**src/rtl/shreg_deser_pkg.sv**
```systemverilog
// rtl/shreg_deser_pkg.sv - shared types and defaults for the 16-bit serial deserializer
package shreg_deser_pkg;

  localparam int DESER_W = 16;

  typedef enum logic [1:0] {
    IDLE  = 2'd0,
    SHIFT = 2'd1,
    PAR   = 2'd2
  } state_t;

endpackage

```
**src/rtl/shreg_deser16_if.sv**
```systemverilog
// rtl/shreg_deser16_if.sv - serial input / parallel output handshake bundle of shreg_deser16
interface shreg_deser16_if import shreg_deser_pkg::*; #(parameter int W = DESER_W) ();

  logic         clr;
  logic         sdi;
  logic         sdi_vld;
  logic [W-1:0] dout;
  logic         dout_vld;
  logic         dout_rdy;
  logic         ovf;
  logic         busy;
  logic         perr;

  modport master (
    output clr, sdi, sdi_vld, dout_rdy,
    input  dout, dout_vld, ovf, busy, perr
  );

  modport slave (
    input  clr, sdi, sdi_vld, dout_rdy,
    output dout, dout_vld, ovf, busy, perr
  );

endinterface

```
**src/rtl/shreg_deser_hold.sv**
```systemverilog
// rtl/shreg_deser_hold.sv - one-entry valid/ready holding buffer with sticky overflow flag
module shreg_deser_hold #(
  parameter int W = 16
) (
  input  logic         clk,
  input  logic         rst_n,
  input  logic         clr,
  input  logic         wr,
  input  logic [W-1:0] wdata,
  input  logic         rdy,
  output logic [W-1:0] dout,
  output logic         dout_vld,
  output logic         ovf
);

  // A word arriving in the same cycle the held word drains replaces it with no bubble.
  always_ff @(posedge clk or negedge rst_n) begin
    if (!rst_n) begin
      dout     <= '0;
      dout_vld <= 1'b0;
      ovf      <= 1'b0;
    end else if (clr) begin
      dout_vld <= 1'b0;
      ovf      <= 1'b0;
    end else if (wr) begin
      if (!dout_vld || rdy) begin
        dout     <= wdata;
        dout_vld <= 1'b1;
      end else begin
        ovf <= 1'b1;
      end
    end else if (dout_vld && rdy) begin
      dout_vld <= 1'b0;
    end
  end

endmodule

```
**src/rtl/shreg_deser16.sv**
```systemverilog
// rtl/shreg_deser16.sv - MSB-first serial-to-parallel receiver with one-word output buffer
// Optional even-parity frame check enabled by defining DESER_PARITY_EN.
module shreg_deser16 import shreg_deser_pkg::*; #(
  parameter int W     = DESER_W,
  parameter int CNT_W = 5
) (
  input  logic             clk,
  input  logic             rst_n,
  shreg_deser16_if.slave   bus
);

  state_t       state;
  logic [W-1:0] sreg;
  logic [CNT_W-1:0] cnt;
  logic [W-1:0] shifted;
  logic [W-1:0] word;
  logic         last_bit;
  logic         done;

  assign shifted  = {sreg[W-2:0], bus.sdi};
  assign last_bit = (state == SHIFT) && (cnt == CNT_W'(W - 1));

`ifdef DESER_PARITY_EN
  logic perr_q;
  // Even parity: data bits plus the parity bit must hold an even number of ones.
  assign done     = bus.sdi_vld && (state == PAR) && !(^{sreg, bus.sdi});
  assign word     = sreg;
  assign bus.perr = perr_q;
`else
  assign done     = bus.sdi_vld && last_bit;
  assign word     = shifted;
  assign bus.perr = 1'b0;
`endif

  assign bus.busy = (state != IDLE);

  always_ff @(posedge clk or negedge rst_n) begin
    if (!rst_n) begin
      state <= IDLE;
      sreg  <= '0;
      cnt   <= '0;
`ifdef DESER_PARITY_EN
      perr_q <= 1'b0;
`endif
    end else begin
`ifdef DESER_PARITY_EN
      perr_q <= 1'b0;
`endif
      if (bus.clr) begin
        state <= IDLE;
        sreg  <= '0;
        cnt   <= '0;
      end else if (bus.sdi_vld) begin
        case (state)
          IDLE: begin
            sreg  <= shifted;
            cnt   <= CNT_W'(1);
            state <= SHIFT;
          end
          SHIFT: begin
            sreg <= shifted;
            if (last_bit) begin
              cnt <= '0;
`ifdef DESER_PARITY_EN
              state <= PAR;
`else
              state <= IDLE;
`endif
            end else begin
              cnt <= cnt + CNT_W'(1);
            end
          end
`ifdef DESER_PARITY_EN
          PAR: begin
            state  <= IDLE;
            perr_q <= ^{sreg, bus.sdi};
          end
`endif
          default: state <= IDLE;
        endcase
      end
    end
  end

  shreg_deser_hold #(.W(W)) u_hold (
    .clk      (clk),
    .rst_n    (rst_n),
    .clr      (bus.clr),
    .wr       (done),
    .wdata    (word),
    .rdy      (bus.dout_rdy),
    .dout     (bus.dout),
    .dout_vld (bus.dout_vld),
    .ovf      (bus.ovf)
  );

endmodule

```
**src/flat_wrapper.sv**
```systemverilog
// flat-port wrapper written by rule: the top's interface ports become plain ports
module shreg_deser16_flat import shreg_deser_pkg::*;
#(
  parameter int W     = DESER_W,
  parameter int CNT_W = 5
)
  (clk, rst_n, bus_clr, bus_sdi, bus_sdi_vld, bus_dout_rdy, bus_dout, bus_dout_vld, bus_ovf, bus_busy, bus_perr);
  shreg_deser16_if #(.W(W)) bus_i ();
  input  logic clk;
  input  logic rst_n;
  input wire logic [$bits(bus_i.clr)-1:0] bus_clr;
  input wire logic [$bits(bus_i.sdi)-1:0] bus_sdi;
  input wire logic [$bits(bus_i.sdi_vld)-1:0] bus_sdi_vld;
  input wire logic [$bits(bus_i.dout_rdy)-1:0] bus_dout_rdy;
  output wire logic [$bits(bus_i.dout)-1:0] bus_dout;
  output wire logic [$bits(bus_i.dout_vld)-1:0] bus_dout_vld;
  output wire logic [$bits(bus_i.ovf)-1:0] bus_ovf;
  output wire logic [$bits(bus_i.busy)-1:0] bus_busy;
  output wire logic [$bits(bus_i.perr)-1:0] bus_perr;
  assign bus_i.clr = bus_clr;
  assign bus_i.sdi = bus_sdi;
  assign bus_i.sdi_vld = bus_sdi_vld;
  assign bus_i.dout_rdy = bus_dout_rdy;
  assign bus_dout = bus_i.dout;
  assign bus_dout_vld = bus_i.dout_vld;
  assign bus_ovf = bus_i.ovf;
  assign bus_busy = bus_i.busy;
  assign bus_perr = bus_i.perr;
  shreg_deser16 #(.W(W), .CNT_W(CNT_W)) u_core (.clk(clk), .rst_n(rst_n), .bus(bus_i));
endmodule
```
**config.mk**
```make
export PLATFORM = sky130hd
export DESIGN_NAME = shreg_deser16_flat
export DESIGN_NICKNAME = d
export VERILOG_FILES = /design/src/rtl/shreg_deser_pkg.sv /design/src/rtl/shreg_deser16_if.sv /design/src/rtl/shreg_deser_hold.sv /design/src/rtl/shreg_deser16.sv /design/src/flat_wrapper.sv
export SDC_FILE = /design/constraint.sdc
export NUM_CORES = 1
export LEC_CHECK = 0
export ABC_AREA = 1
export BUFFER_PORTS_ARGS = -buffer_cell sky130_fd_sc_hd__buf_2
export CAP_MARGIN = 10
export CORE_MARGIN = 2
export CORE_UTILIZATION = 47
export CTS_CLUSTER_DIAMETER = 80
export DETAILED_ROUTE_END_ITERATION = 6
export GPL_ROUTABILITY_DRIVEN = 0
export GPL_TIMING_DRIVEN = 0
export MAX_ROUTING_LAYER = met4
export PLACE_DENSITY = 0.7
export SLEW_MARGIN = 0
export SYNTH_ARGS = -nofsm -noshare
export SYNTH_HDL_FRONTEND = slang
export SYNTH_SLANG_ARGS = --single-unit
```
**constraint.sdc**
```tcl
create_clock -name clk -period 1.57 [get_ports clk]
set_input_delay 0.2355 -clock clk [delete_from_list [all_inputs] [get_ports clk]]
set_output_delay 0.2355 -clock clk [all_outputs]
set_load 0.01 [all_outputs]
```
==> flow_metrics.tcl <==
set metrics [dict create \
    layout_commonest_cell "nand2_1" \
    grt_use_met2_pct 28.6 \
    maxCapViolations 0 \
    crit_fanout 10 \
    status "complete, but fails checks" \
    yosys_warnings 0 \
    antenna_found_initial 0 \
    worst_pin_slew_ps 829 \
    reg2reg_from "u_core.cnt[0]" \
    layout.nets 210 \
    critical-path-slowest-cell "dfrtp_1" \
    cp-start-kind "register" \
    globalRouteMet1Util_pct 24.9 \
    ys_types 21 \
    finalCritPeriodShare_pct 91.4 \
    r2r_end "u_core.u_hold.dout[12]" \
    coreArea_um2 3360 \
    ir_drop_v 0.000397 \
    drt_pass1_iterations 4 \
    fmax_mhz 697 \
    grt-busiest-layer "met2" \
    cts_hold_buf 0 \
    initial_utilization_pct 49.4 \
    leakagePower_nw 0.992 \
    syn_nets 179 \
    yosysTopAreaCellShare_pct 58.7 \
    critPathRequiredTime_ps 1820 \
    yosys.area.top_type "dfrtp_1" \
    vias 1232 \
    pin_count 26 \
    path_clk_slew_ps 110 \
    finalCriticalPeriod_ps 1440 \
    ctsResizeCount 0 \
    drtAntennaViolNets 0 \
    syn_area_um2 1660 \
    syn_inst 172 \
    use_met3_pct 5.89 \
    grt_max_degree 40 \
    max_stage_delay_ps 410 \
    slew_violations 0 \
    arrival_ps 1680 \
    crit_type "register to register" \
    holdWs_ps -22.5 \
    finClkSkew_ps 7.59 \
    cp_cell_sequence "ha_1 -> nand3_2 -> nor2_4 -> nand3_4 -> buf_6 -> nand2_1 -> nand2_1" \
    hold_viol 39 \
    synth-seq-cells 39 \
    dieArea_um2 4030 \
    finalSetupViolCount 0 \
    powerDensity_nw_per_um2 851 \
    ff2ff_setup_slack_ps 130 \
    synthToLayoutAreaGrowth_pct 13.9 \
    rows 21 \
    clock-root-buffer "clkbuf_4" \
    crit_top_cell "nand2_1" \
    seq_area_frac_synth_pct 58.7 \
    grt_pass1_wl_um 5780 \
    final_cell_mix "nand2_1 (45), dfrtp_1 (39), buf_2 (26)" \
    finalSetupTns_ps 0 \
    grtUsageTotal_pct 19.2 \
    hold_path.class "input pin to asynchronous set/reset pin" \
    post_cts_buffers 0 \
    dp.cells 242 \
    cts_made_buffers 5 \
    ff2ff_path_depth 7 \
    slew_headroom_pct 44.7 \
    synth_area_leaders "dfrtp_1 (59%), nand2_1 (10%), nand4_1 (6.0%)" \
    drt_iter0_drc 51 \
    grt_setup_unrepaired "false" \
    final_cells 250 \
    violations "hold timing" \
    routed_wl_um 3230 \
    clk_latency_ps 350 \
    io_buffers 24 \
    end_kind "register" \
    fp.dieH_um 63.5 \
    h-tree-depth 2 \
    tritoncts "built" \
    vias_per_cell 4.93 \
    wire_per_inst_um 12.9 \
    diodes 0 \
    fp.dieW_um 63.5 \
    syn_area_per_cell_um2 9.67 \
    post-route-util_pct 56.3 \
    drive_above_1_share_pct 24.0 \
    grt_pass1_vias 1264 \
    grt_overflow 0 \
    post-route-drc-count 0 \
    cts_sinks 39 \
    clockBufferDepth 2 \
    hpwl_um 2330 \
]
[final cells by class]
| type | count | area, µm² |
|---|---|---|
| inverter | 21 | 78.8 |
| buffer | 9 | 70.1 |
| clock inverter | 2 | 12.5 |
| fill | 331 | 1470 |
| tap | 46 | 57.6 |
| timing repair buffer | 24 | 120 |
| sequential | 39 | 976 |
| clock buffer | 6 | 41.3 |
| multi-input combinational | 103 | 538 |
[through the flow]
| stage | worst slack (ps) | cell area [µm²] | power [mW] |
|---|---|---|---|
| finish | 134 | 1890 | 1.61 |
| CTS | 122 | 1890 | 1.63 |
| global route | 30.3 | 1890 | 1.69 |
| global placement | 196 | 1840 | 1.14 |
| floorplan | 306 | 1660 | 1.09 |
| detailed placement | 139 | 1840 | 1.14 |
[where the power goes]
part / switching [mW] / internal, mW
Sequential: 0.00844 / 1.01
Clock: 0.319 / 0.173
Combinational: 0.0713 / 0.0277
[per-layer routing]
layer  vias up  part of all wire, %
met3         8                  4.7
met4         0                  1.8
met1       560                   48
met5         -                    0
met2        31                   46
li1        633                    -
[synth_stat cells]
| cell | instances |
|---|---|
| ha_1 | 1 |
| nand3_4 | 1 |
| nand2_1 | 45 |
| buf_2 | 2 |
| o21ai_0 | 3 |
| nand2_2 | 2 |
| nand4_1 | 16 |
| o21bai_1 | 1 |
| o22ai_1 | 14 |
| nor2_1 | 6 |
| buf_4 | 5 |
| nor2_4 | 3 |
| a21oi_1 | 3 |
| nand3_2 | 1 |
| inv_2 | 1 |
| nor2_2 | 1 |
| nand3_1 | 5 |
| conb_1 | 1 |
| dfrtp_1 | 39 |
| buf_6 | 2 |
| inv_1 | 20 |
[registers in the layout (all words and copies together) (netlist names)]
signal,count
u_core.u_hold.dout,16
u_core.sreg,15
u_core.cnt,5
u_core.state,1
u_core.u_hold.dout_vld,1
u_core.u_hold.ovf,1
[cells by family after synthesis]
group	share of synthesized area, %
other	0.226
adder cells (fa/ha/maj)	0.752
AND/OR/NAND/NOR	23.9
AO/OA/AOI/OAI	7.52
flip-flops	58.7
buffers and inverters	8.95
[worst max path at each step]
| stage | startpoint | slack [ps] | to | depth (start not counted) |
|---|---|---|---|---|
| 5_1_grt | u_core.cnt[0] | 30 | u_core.u_hold.dout[12] | 7 |
| 6_report | u_core.cnt[0] | 130 | u_core.u_hold.dout[12] | 7 |
| 4_1_cts | u_core.cnt[0] | 120 | u_core.u_hold.dout[2] | 7 |
| 3_3_place_gp | u_core.cnt[0] | 200 | u_core.u_hold.dout[11] | 7 |
| 2_1_floorplan | u_core.cnt[0] | 310 | u_core.u_hold.dout[0] | 7 |
| 3_5_place_dp | u_core.cnt[0] | 140 | u_core.u_hold.dout[2] | 7 |
[critical path: cells and delay by family (launching register included)]
kind	cells	cell delay, ps
fa+ha+maj	1	220
simple gates	5	520
flops	1	410
buf+inv	1	180
(Power assumes the default switching activity.)
